==> config.mk <==
export PLATFORM = sky130hd
export DESIGN_NAME = lcd_bus_responder
export DESIGN_NICKNAME = d
export VERILOG_FILES = /design/src/rtl/lcd_bus_responder.sv
export SDC_FILE = /design/constraint.sdc
export NUM_CORES = 1
export LEC_CHECK = 0
export BUFFER_PORTS_ARGS = -buffer_cell sky130_fd_sc_hd__buf_2
export CAP_MARGIN = 10
export CORE_MARGIN = 2
export CORE_UTILIZATION = 46
export DETAILED_ROUTE_END_ITERATION = 8
export SLEW_MARGIN = 20
export SYNTH_ARGS = -nofsm -noshare
export SYNTH_HDL_FRONTEND = slang
export SYNTH_SLANG_ARGS = --single-unit
==> constraint.sdc <==
create_clock -name clk -period 3.6 [get_ports clk]
set_input_delay 0.36 -clock clk [delete_from_list [all_inputs] [get_ports clk]]
set_output_delay 0.36 -clock clk [all_outputs]
set_load 0.005 [all_outputs]
==> src/rtl/lcd_bus_responder.sv <==
// Receiver end of an 8080-style parallel LCD bus. It models the ILI9341 write path:
// it tracks the CASET/PASET window and streams one (x, y, rgb565) beat per RAMWR pixel.
module lcd_bus_responder #(
   parameter int          SYNC_STAGES = 2,
   parameter logic [15:0] DEF_EC      = 16'd239,
   parameter logic [15:0] DEF_EP      = 16'd319
) (
   input  logic        clk,
   input  logic        reset_n,
   input  logic        lcd_res_n,
   input  logic        lcd_csx,
   input  logic        lcd_wrx,
   input  logic        lcd_rdx,
   input  logic        lcd_dcx,
   input  logic [15:0] lcd_d,
   output logic        pix_valid,
   output logic [15:0] pix_x,
   output logic [15:0] pix_y,
   output logic [15:0] pix_data,
   output logic        frame_done,
   output logic        cmd_valid,
   output logic [7:0]  cmd_code,
   output logic        proto_err
);

   typedef enum logic [1:0] {ST_IDLE, ST_CASET, ST_PASET, ST_RAMWR} state_t;

   // Bit layout: {res_n, csx, wrx, rdx, dcx, d[15:0]}. The whole bus is delayed as one word.
   localparam logic [20:0] BUS_IDLE = 21'h1E0000;

   logic [20:0] sync_pipe [SYNC_STAGES];
   logic        wrx_prev, rdx_prev;

   logic        res_s, csx_s, wrx_s, rdx_s, dcx_s;
   logic [15:0] d_s;
   logic        wr_evt, rd_evt;

   state_t      state, state_next;
   logic [1:0]  idx, idx_next;
   logic [23:0] param_buf, param_buf_next;
   logic [15:0] sc, ec, sp, ep, sc_next, ec_next, sp_next, ep_next;
   logic [15:0] cx, cy, cx_next, cy_next;

   logic        pix_valid_next, frame_done_next, cmd_valid_next, proto_err_next;
   logic [15:0] pix_x_next, pix_y_next, pix_data_next;
   logic [7:0]  cmd_code_next;

   always_ff @(posedge clk or negedge reset_n) begin
      if (!reset_n) begin
         for (int i = 0; i < SYNC_STAGES; i++) sync_pipe[i] <= BUS_IDLE;
         wrx_prev <= 1'b1;
         rdx_prev <= 1'b1;
      end else begin
         sync_pipe[0] <= {lcd_res_n, lcd_csx, lcd_wrx, lcd_rdx, lcd_dcx, lcd_d};
         for (int i = 1; i < SYNC_STAGES; i++) sync_pipe[i] <= sync_pipe[i-1];
         wrx_prev <= wrx_s;
         rdx_prev <= rdx_s;
      end
   end

   assign {res_s, csx_s, wrx_s, rdx_s, dcx_s, d_s} = sync_pipe[SYNC_STAGES-1];
   assign wr_evt = res_s && !csx_s && wrx_s && !wrx_prev;
   assign rd_evt = res_s && !csx_s && !rdx_s && rdx_prev;

   always_ff @(posedge clk or negedge reset_n) begin
      if (!reset_n) begin
         state      <= ST_IDLE;
         idx        <= 2'd0;
         param_buf  <= 24'd0;
         sc         <= 16'd0;
         ec         <= DEF_EC;
         sp         <= 16'd0;
         ep         <= DEF_EP;
         cx         <= 16'd0;
         cy         <= 16'd0;
         pix_valid  <= 1'b0;
         pix_x      <= 16'd0;
         pix_y      <= 16'd0;
         pix_data   <= 16'd0;
         frame_done <= 1'b0;
         cmd_valid  <= 1'b0;
         cmd_code   <= 8'd0;
         proto_err  <= 1'b0;
      end else begin
         state      <= state_next;
         idx        <= idx_next;
         param_buf  <= param_buf_next;
         sc         <= sc_next;
         ec         <= ec_next;
         sp         <= sp_next;
         ep         <= ep_next;
         cx         <= cx_next;
         cy         <= cy_next;
         pix_valid  <= pix_valid_next;
         pix_x      <= pix_x_next;
         pix_y      <= pix_y_next;
         pix_data   <= pix_data_next;
         frame_done <= frame_done_next;
         cmd_valid  <= cmd_valid_next;
         cmd_code   <= cmd_code_next;
         proto_err  <= proto_err_next;
      end
   end

   always_comb begin
      state_next      = state;
      idx_next        = idx;
      param_buf_next  = param_buf;
      sc_next         = sc;
      ec_next         = ec;
      sp_next         = sp;
      ep_next         = ep;
      cx_next         = cx;
      cy_next         = cy;
      pix_valid_next  = 1'b0;
      pix_x_next      = pix_x;
      pix_y_next      = pix_y;
      pix_data_next   = pix_data;
      frame_done_next = 1'b0;
      cmd_valid_next  = 1'b0;
      cmd_code_next   = cmd_code;
      proto_err_next  = 1'b0;

      if (!res_s) begin
         state_next    = ST_IDLE;
         idx_next      = 2'd0;
         sc_next       = 16'd0;
         ec_next       = DEF_EC;
         sp_next       = 16'd0;
         ep_next       = DEF_EP;
         cx_next       = 16'd0;
         cy_next       = 16'd0;
         pix_x_next    = 16'd0;
         pix_y_next    = 16'd0;
         pix_data_next = 16'd0;
         cmd_code_next = 8'd0;
      end else begin
         if (rd_evt) proto_err_next = 1'b1;
         if (wr_evt && !dcx_s) begin
            // Any command abandons a partial parameter sequence without touching the window.
            idx_next = 2'd0;
            case (d_s[7:0])
               8'h2A: state_next = ST_CASET;
               8'h2B: state_next = ST_PASET;
               8'h2C: begin
                  if (sc > ec || sp > ep) begin
                     proto_err_next = 1'b1;
                     state_next     = ST_IDLE;
                  end else begin
                     cx_next    = sc;
                     cy_next    = sp;
                     state_next = ST_RAMWR;
                  end
               end
               default: begin
                  cmd_valid_next = 1'b1;
                  cmd_code_next  = d_s[7:0];
                  state_next     = ST_IDLE;
               end
            endcase
         end else if (wr_evt) begin
            case (state)
               ST_CASET, ST_PASET: begin
                  if (idx == 2'd3) begin
                     // The window only changes once all four bytes have arrived.
                     if (state == ST_CASET) begin
                        sc_next = param_buf[23:8];
                        ec_next = {param_buf[7:0], d_s[7:0]};
                     end else begin
                        sp_next = param_buf[23:8];
                        ep_next = {param_buf[7:0], d_s[7:0]};
                     end
                     idx_next   = 2'd0;
                     state_next = ST_IDLE;
                  end else begin
                     param_buf_next = {param_buf[15:0], d_s[7:0]};
                     idx_next       = idx + 2'd1;
                  end
               end
               ST_RAMWR: begin
                  pix_valid_next = 1'b1;
                  pix_x_next     = cx;
                  pix_y_next     = cy;
                  pix_data_next  = d_s;
                  if (cx == ec) begin
                     cx_next = sc;
                     if (cy == ep) begin
                        cy_next         = sp;
                        frame_done_next = 1'b1;
                     end else begin
                        cy_next = cy + 16'd1;
                     end
                  end else begin
                     cx_next = cx + 16'd1;
                  end
               end
               default: ;
            endcase
         end
      end
   end

endmodule
; ---- Word level (Yosys, flattened, before mapping)
; Index checks and enable logic that the tools add are counted.
[classes]
addsub = 3
magnitude_cmp = 2
n_eq_ne = 25
n_mux = 84
bitwise_logic = 2
n_reduce_logical = 22
[ops]
columns = op, count
row1 = 16-bit 2-to-1 mux, 51
row2 = "16-bit by 1-bit adder with 16-bit output, second input constant", 2
row3 = 16-bit equality test, 2
row4 = 16-bit > comparator, 2
row5 = "8-bit by 6-bit equality test with 1-bit output, second input constant", 3
row6 = 8-bit 2-to-1 mux, 3
row7 = 2-bit 2-to-1 mux, 11
row8 = 5-bit AND reduction, 4
row9 = 1-bit 2-to-1 mux, 18
row10 = "3-bit by 1-bit inequality test with 1-bit output, second input constant", 5
row11 = "2-bit by 1-bit inequality test with 1-bit output, second input constant", 6
row12 = "2-bit equality test, second input constant", 3
row13 = 1-bit logical AND, 6
row14 = "2-bit inequality test, second input constant", 3
row15 = 2-bit case mux with 3 select lines, 1
row16 = 3-bit AND reduction, 2
row17 = 1-bit logical NOT, 4
row18 = 2-bit AND reduction, 2
row19 = 4-bit AND reduction, 1
row20 = "3-bit by 2-bit inequality test with 1-bit output, second input constant", 1
row21 = "3-bit inequality test, second input constant", 1
row22 = 3-bit OR reduction, 1
row23 = "2-bit by 1-bit adder with 2-bit output, second input constant", 1
row24 = "2-bit by 1-bit equality test with 1-bit output, second input constant", 1
row25 = 3 further kinds, 4
[word_totals]
ff_bits = 228
output_inout_bits = 60

; ---- Logic depth before layout (Yosys ltp)
; Gate-level depths: netlist (run 1).
[depth]
word_depth = 9
mapped_depth = 10
ltp_nobuf = 9

; ---- Least setup slack after synthesis (run 1)
; Ideal clock, no wire load.
[synth_path]
path_type = register to register
start = register ec[7]
end = register cx[1]
setup_ns = 0.125
t_arrival_ns = 2.722
required_time_ns = 3.475
slack_ns = 0.753
stages_incl_launch_ff = 10
n_path_buf = 0
period_less_slack_ns = 2.847
path_cell_list = dfstp_2 inv_1 ha_1 a21oi_1 o21ai_0 a221o_1 o31a_1 o31ai_4 and2_4 mux2_4
[synth_between]
elab_chain_len = 6
elab_cells_between_ends = 10
[synth_rtl]
columns = element, line
row1 = "start, declared", 41  ; logic [15:0] sc, ec, sp, ep, sc_next, ec_next, sp_next, ep_next;
row2 = "start signal, assigned", 89  ; ec <= ec_next;
row3 = branches (longest 6 deep; another with 16-bit > comparator), -
row4 = "end signal, assigned", 92  ; cx <= cx_next;
row5 = "end, declared", 42  ; logic [15:0] cx, cy, cx_next, cy_next;
; Parallel ways; which one is timed is not known. The select of a mux whose other input is x is not followed.
; A chain may end at the register's enable or synchronous reset.

; ---- Worst setup path in the final report (run 1)
[layout_path]
start = register ec[5]
end = register cy[1]
[layout_between]
elab_chain_len = 4
elab_cells_between_ends = 6
[layout_rtl]
columns = element, line
row1 = 16-bit > comparator, 146  ; if (sc > ec || sp > ep) begin
row2 = 1-bit logical OR, 146
row3 = 3-bit inequality test (no line), -
row4 = 5-bit AND reduction (no line) *, -
row5 = "end signal, assigned", 93  ; cy <= cy_next;
row6 = "end, declared", 42
; Every way passes the cells marked *; elsewhere a longest branch is shown, timed or not.

==> impl_metrics.tcl, run 1 <==
set metrics [dict create \
    run_status "finished, final reports clean" \
    ys.flop_type "dfrtp_1" \
    ys_ff_latch 228 \
    route.antenna.remaining_nets 0 \
    dpl.hpwl_um 17600 \
    r2r_cells 10 \
    r2r_end "cy[1]" \
    grt_pass1_vias 7199 \
    r2r-start "ec[5]" \
    tritoncts "done" \
    ys_async_sr_fraction_pct 100 \
    cts.repair.resized 0 \
    p_leak_uw 0.00597 \
    irDropWorstVdd_v 0.000374 \
    final_hold_viol_count 0 \
    clkPwrFrac_pct 46.5 \
    max_freq_mhz 313 \
    combPwrFrac_pct 4.9 \
    synth_area_leader_cell "dfrtp_1" \
    io_pins 83 \
    drt-initial-drc-count 474 \
    core-area_mm2 0.0225 \
    holdPathStages 0 \
    die_w_um 155 \
    avgViaCountPerCell 5.42 \
    drive_gt1_share_pct 18.3 \
    start_util_pct 46.7 \
    grt_pass1_wl_um 40900 \
    yosysWarningCount 0 \
    first_pass_iters 4 \
    tns_ns 0 \
    max_cap_violations 0 \
    syn-num-nets 1054 \
    p_per_area_mw_per_mm2 450 \
    rsz0062_at_grt "false" \
    skew_ns 0.0162 \
    io_buffers 82 \
    rows 55 \
    vias 7529 \
    worstPathMaxFanout 12 \
    cp.arrival_ns 3.62 \
    place_inst 1322 \
    relSlewSlack_pct 49.8 \
    overflow 0 \
    numCtsBuffers 25 \
    postCtsHoldBufs 22 \
    crit_path_end_kind "flip-flop" \
    timing.final.crit_share_pct 88.6 \
    reg2reg_slack_ns 0.41 \
    synthCells 993 \
    required_ns 4.03 \
    die_area_mm2 0.0241 \
    period_needed_ns 3.19 \
    power.switching_uw 1270 \
    worst_pin_slew_ns 0.753 \
    track_usage_pct 21.7 \
    cts.path.max_buffers 3 \
    setup_viol 0 \
    path_clk_slew_ns 0.06 \
    synth.area.top_cells "dfrtp_1 (49%), nand2_1 (6.3%), dfstp_2 (6.0%)" \
    clock-sinks 228 \
    seq_power_share_pct 48.6 \
    final_cell_mix "dfrtp_1 (204), nand2_1 (175), buf_2 (81)" \
    clkLatencyLatePin_ns 0.54 \
    yosysSeqAreaShare_pct 54.6 \
    gp_congestion 0.863 \
    drt_drc_violations_left 0 \
    cts_setup_buffers 0 \
    antenna_found_initial 0 \
    grt_start_max_net_pins 99 \
    wl_per_cell_um 18.3 \
    synth_top_cell_area_share_pct 48.6 \
    final_net_count 1147 \
    avgSynthCellArea_um2 10.6 \
    layout_commonest_cell "dfrtp_1" \
    syn_area_mm2 0.0105 \
    antenna_cells 0 \
    drt_wl_total_um 25400 \
    switching_share_pct 23.1 \
    synth_cell_types 58 \
    synth-edff-count 0 \
    cp-start-kind "flip-flop" \
    hold_class "flip-flop to flip-flop" \
    final_max_slew_viol_count 0 \
    fin_cells 1390 \
    cts-root-buf "clkbuf_16" \
    p_int_uw 4230 \
    dieHeight_um 155 \
    area_growth_pct 16.5 \
    endpoint "cy[1]" \
    h-tree-depth 1 \
    crit_type "flip-flop to flip-flop" \
    startpoint "ec[5]" \
]
worst min path at each step:
| stage | from | endpoint |
|---|---|---|
| after floorplan | reset_n | cmd_code[0] |
| after global placement | sync_pipe[24] | d_s[3] |
| after detailed placement | sync_pipe[21] | d_s[0] |
| after CTS | sync_pipe[33] | d_s[12] |
| after global routing | sync_pipe[21] | d_s[0] |
| final | sync_pipe[32] | d_s[11] |
area by class of cell:
type | instances | area (um2)
clock buffers | 39 | 748
clock inverters | 7 | 81.3
fillers | 2049 | 10300
inverters | 43 | 161
multi-input cells | 665 | 4350
flip-flops and latches | 228 | 5740
well taps | 285 | 357
repair buffers | 123 | 796
critical path, cell delays in order, from the launching register on:
cell	delay, ns
dfstp_2	0.55
inv_1	0.04
ha_1	0.28
a21oi_1	0.13
o21ai_0	0.10
a221o_1	0.33
o31a_1	0.35
o31ai_4	0.61
buf_4	0.31
nand2_2	0.07
mux2_1	0.30
cells by family after synthesis:
kind of cell,Yosys count,synth area share (%)
AOI/OAI and AO/OA,211,13.6
xor gates and xnor gates,32,2.67
adders and majority gates,38,4.53
buffers and inverters,100,4.03
DFF,228,54.6
muxes,61,6.16
and+or+nand+nor,323,14.4
power groups by stage:
stage | logic, uW | clock network, uW | registers, uW
detailed placement | 254 | 0 | 2720
floorplan | 147 | 0 | 2700
finish | 269 | 2560 | 2670
global placement | 253 | 0 | 2720
global route | 305 | 2730 | 2680
CTS | 274 | 2620 | 2670
routing by layer:
layer | track usage [%] | part of all wire, % | vias up
met5 | 0 | 0 | -
met3 | 2.76 | 5.1 | 40
met4 | 5.25 | 1.9 | 0
met1 | 33.1 | 48 | 3634
li1 | - | - | 3648
met2 | 33.0 | 45 | 207
cells in the mapped netlist (25+ instances only):
library cell,instances
inv_1,43
mux2i_1,35
nand2_1,175
nor2_1,28
a21boi_0,26
clkbuf_1,42
xor2_1,32
o21ai_0,71
dfrtp_1,204
a22o_1,25
ha_1,38
nand3_1,32
flip-flops by register name, indices dropped and copies added (netlist names), 8 cells and up:
name / cells
cx: 16
pix_y: 16
cmd_code: 8
sync_pipe: 22
d_s: 16
sp: 16
pix_data: 16
pix_x: 16
param_buf: 24
ep: 16
sc: 16
cy: 16
ec: 16
metrics by stage:
stage	hold WS, ns	worst slack [ns]	cell area, um2	power, uW	utilization (%)
after floorplan	0.0644	0.753	10500	2850	-
after global placement	0.331	0.446	11200	2970	49.7
after detailed placement	0.335	0.423	11200	2970	49.7
after CTS	0.348	0.422	12200	5570	54.4
after global routing	0.353	0.213	12200	5710	54.4
final	0.346	0.409	12200	5500	54.4
Power figures use the tool's default switching activity.
==> run 2, diff against run 1 <==
--- a/config.mk
+++ b/config.mk
@@ -7,9 +7,12 @@
 export LEC_CHECK = 0
 export BUFFER_PORTS_ARGS = -buffer_cell sky130_fd_sc_hd__buf_2
 export CAP_MARGIN = 10
+export CELL_PAD_IN_SITES_DETAIL_PLACEMENT = 1
+export CELL_PAD_IN_SITES_GLOBAL_PLACEMENT = 2
 export CORE_MARGIN = 2
-export CORE_UTILIZATION = 46
+export CORE_UTILIZATION = 40
 export DETAILED_ROUTE_END_ITERATION = 8
+export PLACE_DENSITY = 0.82
 export SLEW_MARGIN = 20
 export SYNTH_ARGS = -nofsm -noshare
 export SYNTH_HDL_FRONTEND = slang
==> run 2 against run 1 <==
Clock skew is 0.012 ns higher; clock power increased by 7%; cell count up 3.7%; first-iteration DRC count is 8.2% lower; worst setup slack improved by 0.22 ns; highest routed layer unchanged; via count is 1.9% higher; global-route usage decreased by 0.62 points; wire length grew 12%; combinational power increased by 3%; flip-flop and latch count is the same; sequential share of layout area fell by 0.58 points; hold slack worse by 0.0013 ns.
==> impl_metrics.tcl, run 2 (same netlist as run 1, synthesis figures left out) <==
set metrics [dict create \
    hold_class "flip-flop to flip-flop" \
    clkLatencyLatePin_ns 0.55 \
    drt-initial-drc-count 435 \
    rows 59 \
    r2r-start "ep[8]" \
    dpl.hpwl_um 20000 \
    largest_register_ffs 24 \
    top_regs "param_buf x24, sync_pipe x22" \
    required_ns 4.01 \
    area_growth_pct 17.9 \
    io_buffers 82 \
    overflow 0 \
    drt_wl_total_um 28500 \
    r2r_end "cy[1]" \
    worstPathMaxFanout 32 \
    min_to "d_s[15]" \
    drive_gt1_share_pct 18.6 \
    cp.arrival_ns 3.38 \
    antenna_found_initial 0 \
    grt_pass1_wl_um 46200 \
    final_net_count 1147 \
    pre_cts_ws_ns 0.637 \
    h-tree-depth 1 \
    p_leak_uw 0.00602 \
    start_util_pct 40.5 \
    skew_ns 0.0286 \
    worst_pin_slew_ns 0.956 \
    layout_commonest_cell "dfrtp_1" \
    tns_ns 0 \
    relSlewSlack_pct 35.8 \
    irDropWorstVdd_v 0.000498 \
    crit_type "flip-flop to flip-flop" \
    min-delay-start "sync_pipe[36]" \
    final_cell_mix "dfrtp_1 (204), nand2_1 (175), buf_2 (81)" \
    timing.final.crit_share_pct 82.5 \
    fillCellCount 2865 \
    critical_path.slowest_cell "dfstp_2" \
    cts.repair.resized 0 \
    route.antenna.remaining_nets 0 \
    numCtsBuffers 26 \
    path_cells "inv_1, ha_1, nand4_1, or3_1, a21o_1, a31oi_1, o31ai_4, buf_12, nand2_2, mux2_1" \
    reg2reg_slack_ns 0.63 \
    rsz0062_at_grt "false" \
    run_status "finished, final reports clean" \
    first_pass_iters 5 \
    slowest_delay_ns 0.53 \
    dieHeight_um 166 \
    cts_setup_buffers 0 \
    die_w_um 166 \
    vias 7672 \
    max_freq_mhz 337 \
    drt_drc_violations_left 0 \
    grt_pass1_vias 7946 \
    setup_viol 0 \
    io_pins 83 \
    grt_start_max_net_pins 95 \
    die_area_mm2 0.0276 \
    p_per_area_mw_per_mm2 459 \
    final_hold_viol_count 0 \
    avgViaCountPerCell 5.32 \
    wl_per_cell_um 19.8 \
    clock-sinks 228 \
    layout_setup_ws_ns 0.631 \
    period_needed_ns 2.97 \
    tritoncts "done" \
    fin_util_pct 47.8 \
    cts.path.max_buffers 3 \
    track_usage_pct 21.0 \
    cp-start-kind "flip-flop" \
    max_cap_violations 0 \
    crit_path_end_kind "flip-flop" \
    top_register "param_buf" \
    gp_congestion 0.838 \
    cts-root-buf "clkbuf_16" \
    total_power_uw 5690 \
    core-area_mm2 0.0259 \
    path_clk_slew_ns 0.06 \
    final_max_slew_viol_count 0 \
    r2r_cells 10 \
    holdPathStages 0 \
]
## run 2: changes by cell type in the layout (fill, tap and decap cells not counted), moves of 2 or more
cell / previous run / this run
buf_4: 18 / 16
clkbuf_1: 7 / 3
clkbuf_16: 25 / 27
clkinv_2: 3 / 6
## run 2: cell type report
class / instances / area (um2) / share of cell area (%)
clock inverters: 10 / 129 / 1.04
inverters: 43 / 161 / 1.30
repair buffers: 122 / 801 / 6.47
diodes: 1 / 2.50 / 0.0202
flip-flops and latches: 228 / 5740 / 46.3
clock buffers: 37 / 783 / 6.32
well taps: 335 / 419 / 3.38
multi-input cells: 665 / 4350 / 35.1
## run 2: layer usage
layer,GRT usage (%),part of all wire (%)
met1,30.9,48
met2,34.0,46
met3,2.48,4.1
met4,3.82,1.5
met5,0,0
## run 2: how the worst max path moves through the flow
stage / start / end / slack [ns] / depth (start not counted)
final: ep[8] / cy[1] / 0.63 / 10
after global placement: ec[5] / cy[1] / 0.73 / 10
after floorplan: ec[7] / cx[1] / 0.75 / 9
after global routing: ec[7] / cx[3] / 0.50 / 10
after detailed placement: ec[7] / cy[1] / 0.64 / 10
after CTS: ec[7] / cy[1] / 0.63 / 10
## run 2: worst max-delay path: cells and delay by family, from the launching register on
family / cells / cell delay [ns]
AND/OR/NAND/NOR: 3 / 0.62
buffers and inverters: 2 / 0.28
flip-flops: 1 / 0.53
multiplexers: 1 / 0.31
AO/OA/AOI/OAI: 3 / 0.79
adder cells (fa/ha/maj): 1 / 0.28
## run 2: what timing repair did
action | CTS | global route
endpoints found under the hold margin | 105 | 0
endpoints found under the setup margin | 0 | 0
hold buffers | 22 | 0
## run 2: through the flow
stage | cell area (um2) | std cells | hold slack (ns)
after floorplan | 10500 | 993 | 0.0644
after global placement | 11200 | 1371 | 0.332
after detailed placement | 11200 | 1371 | 0.336
after CTS | 12400 | 1440 | 0.349
after global routing | 12400 | 1440 | 0.354
final | 12400 | 1441 | 0.344
## run 2: power breakdown
part / total, uW / internal [uW] / switching (uW)
logic: 277 / 98.4 / 179
clock network: 2740 / 1660 / 1070
registers: 2680 / 2630 / 49.9
total: 5690 / 4390 / 1300
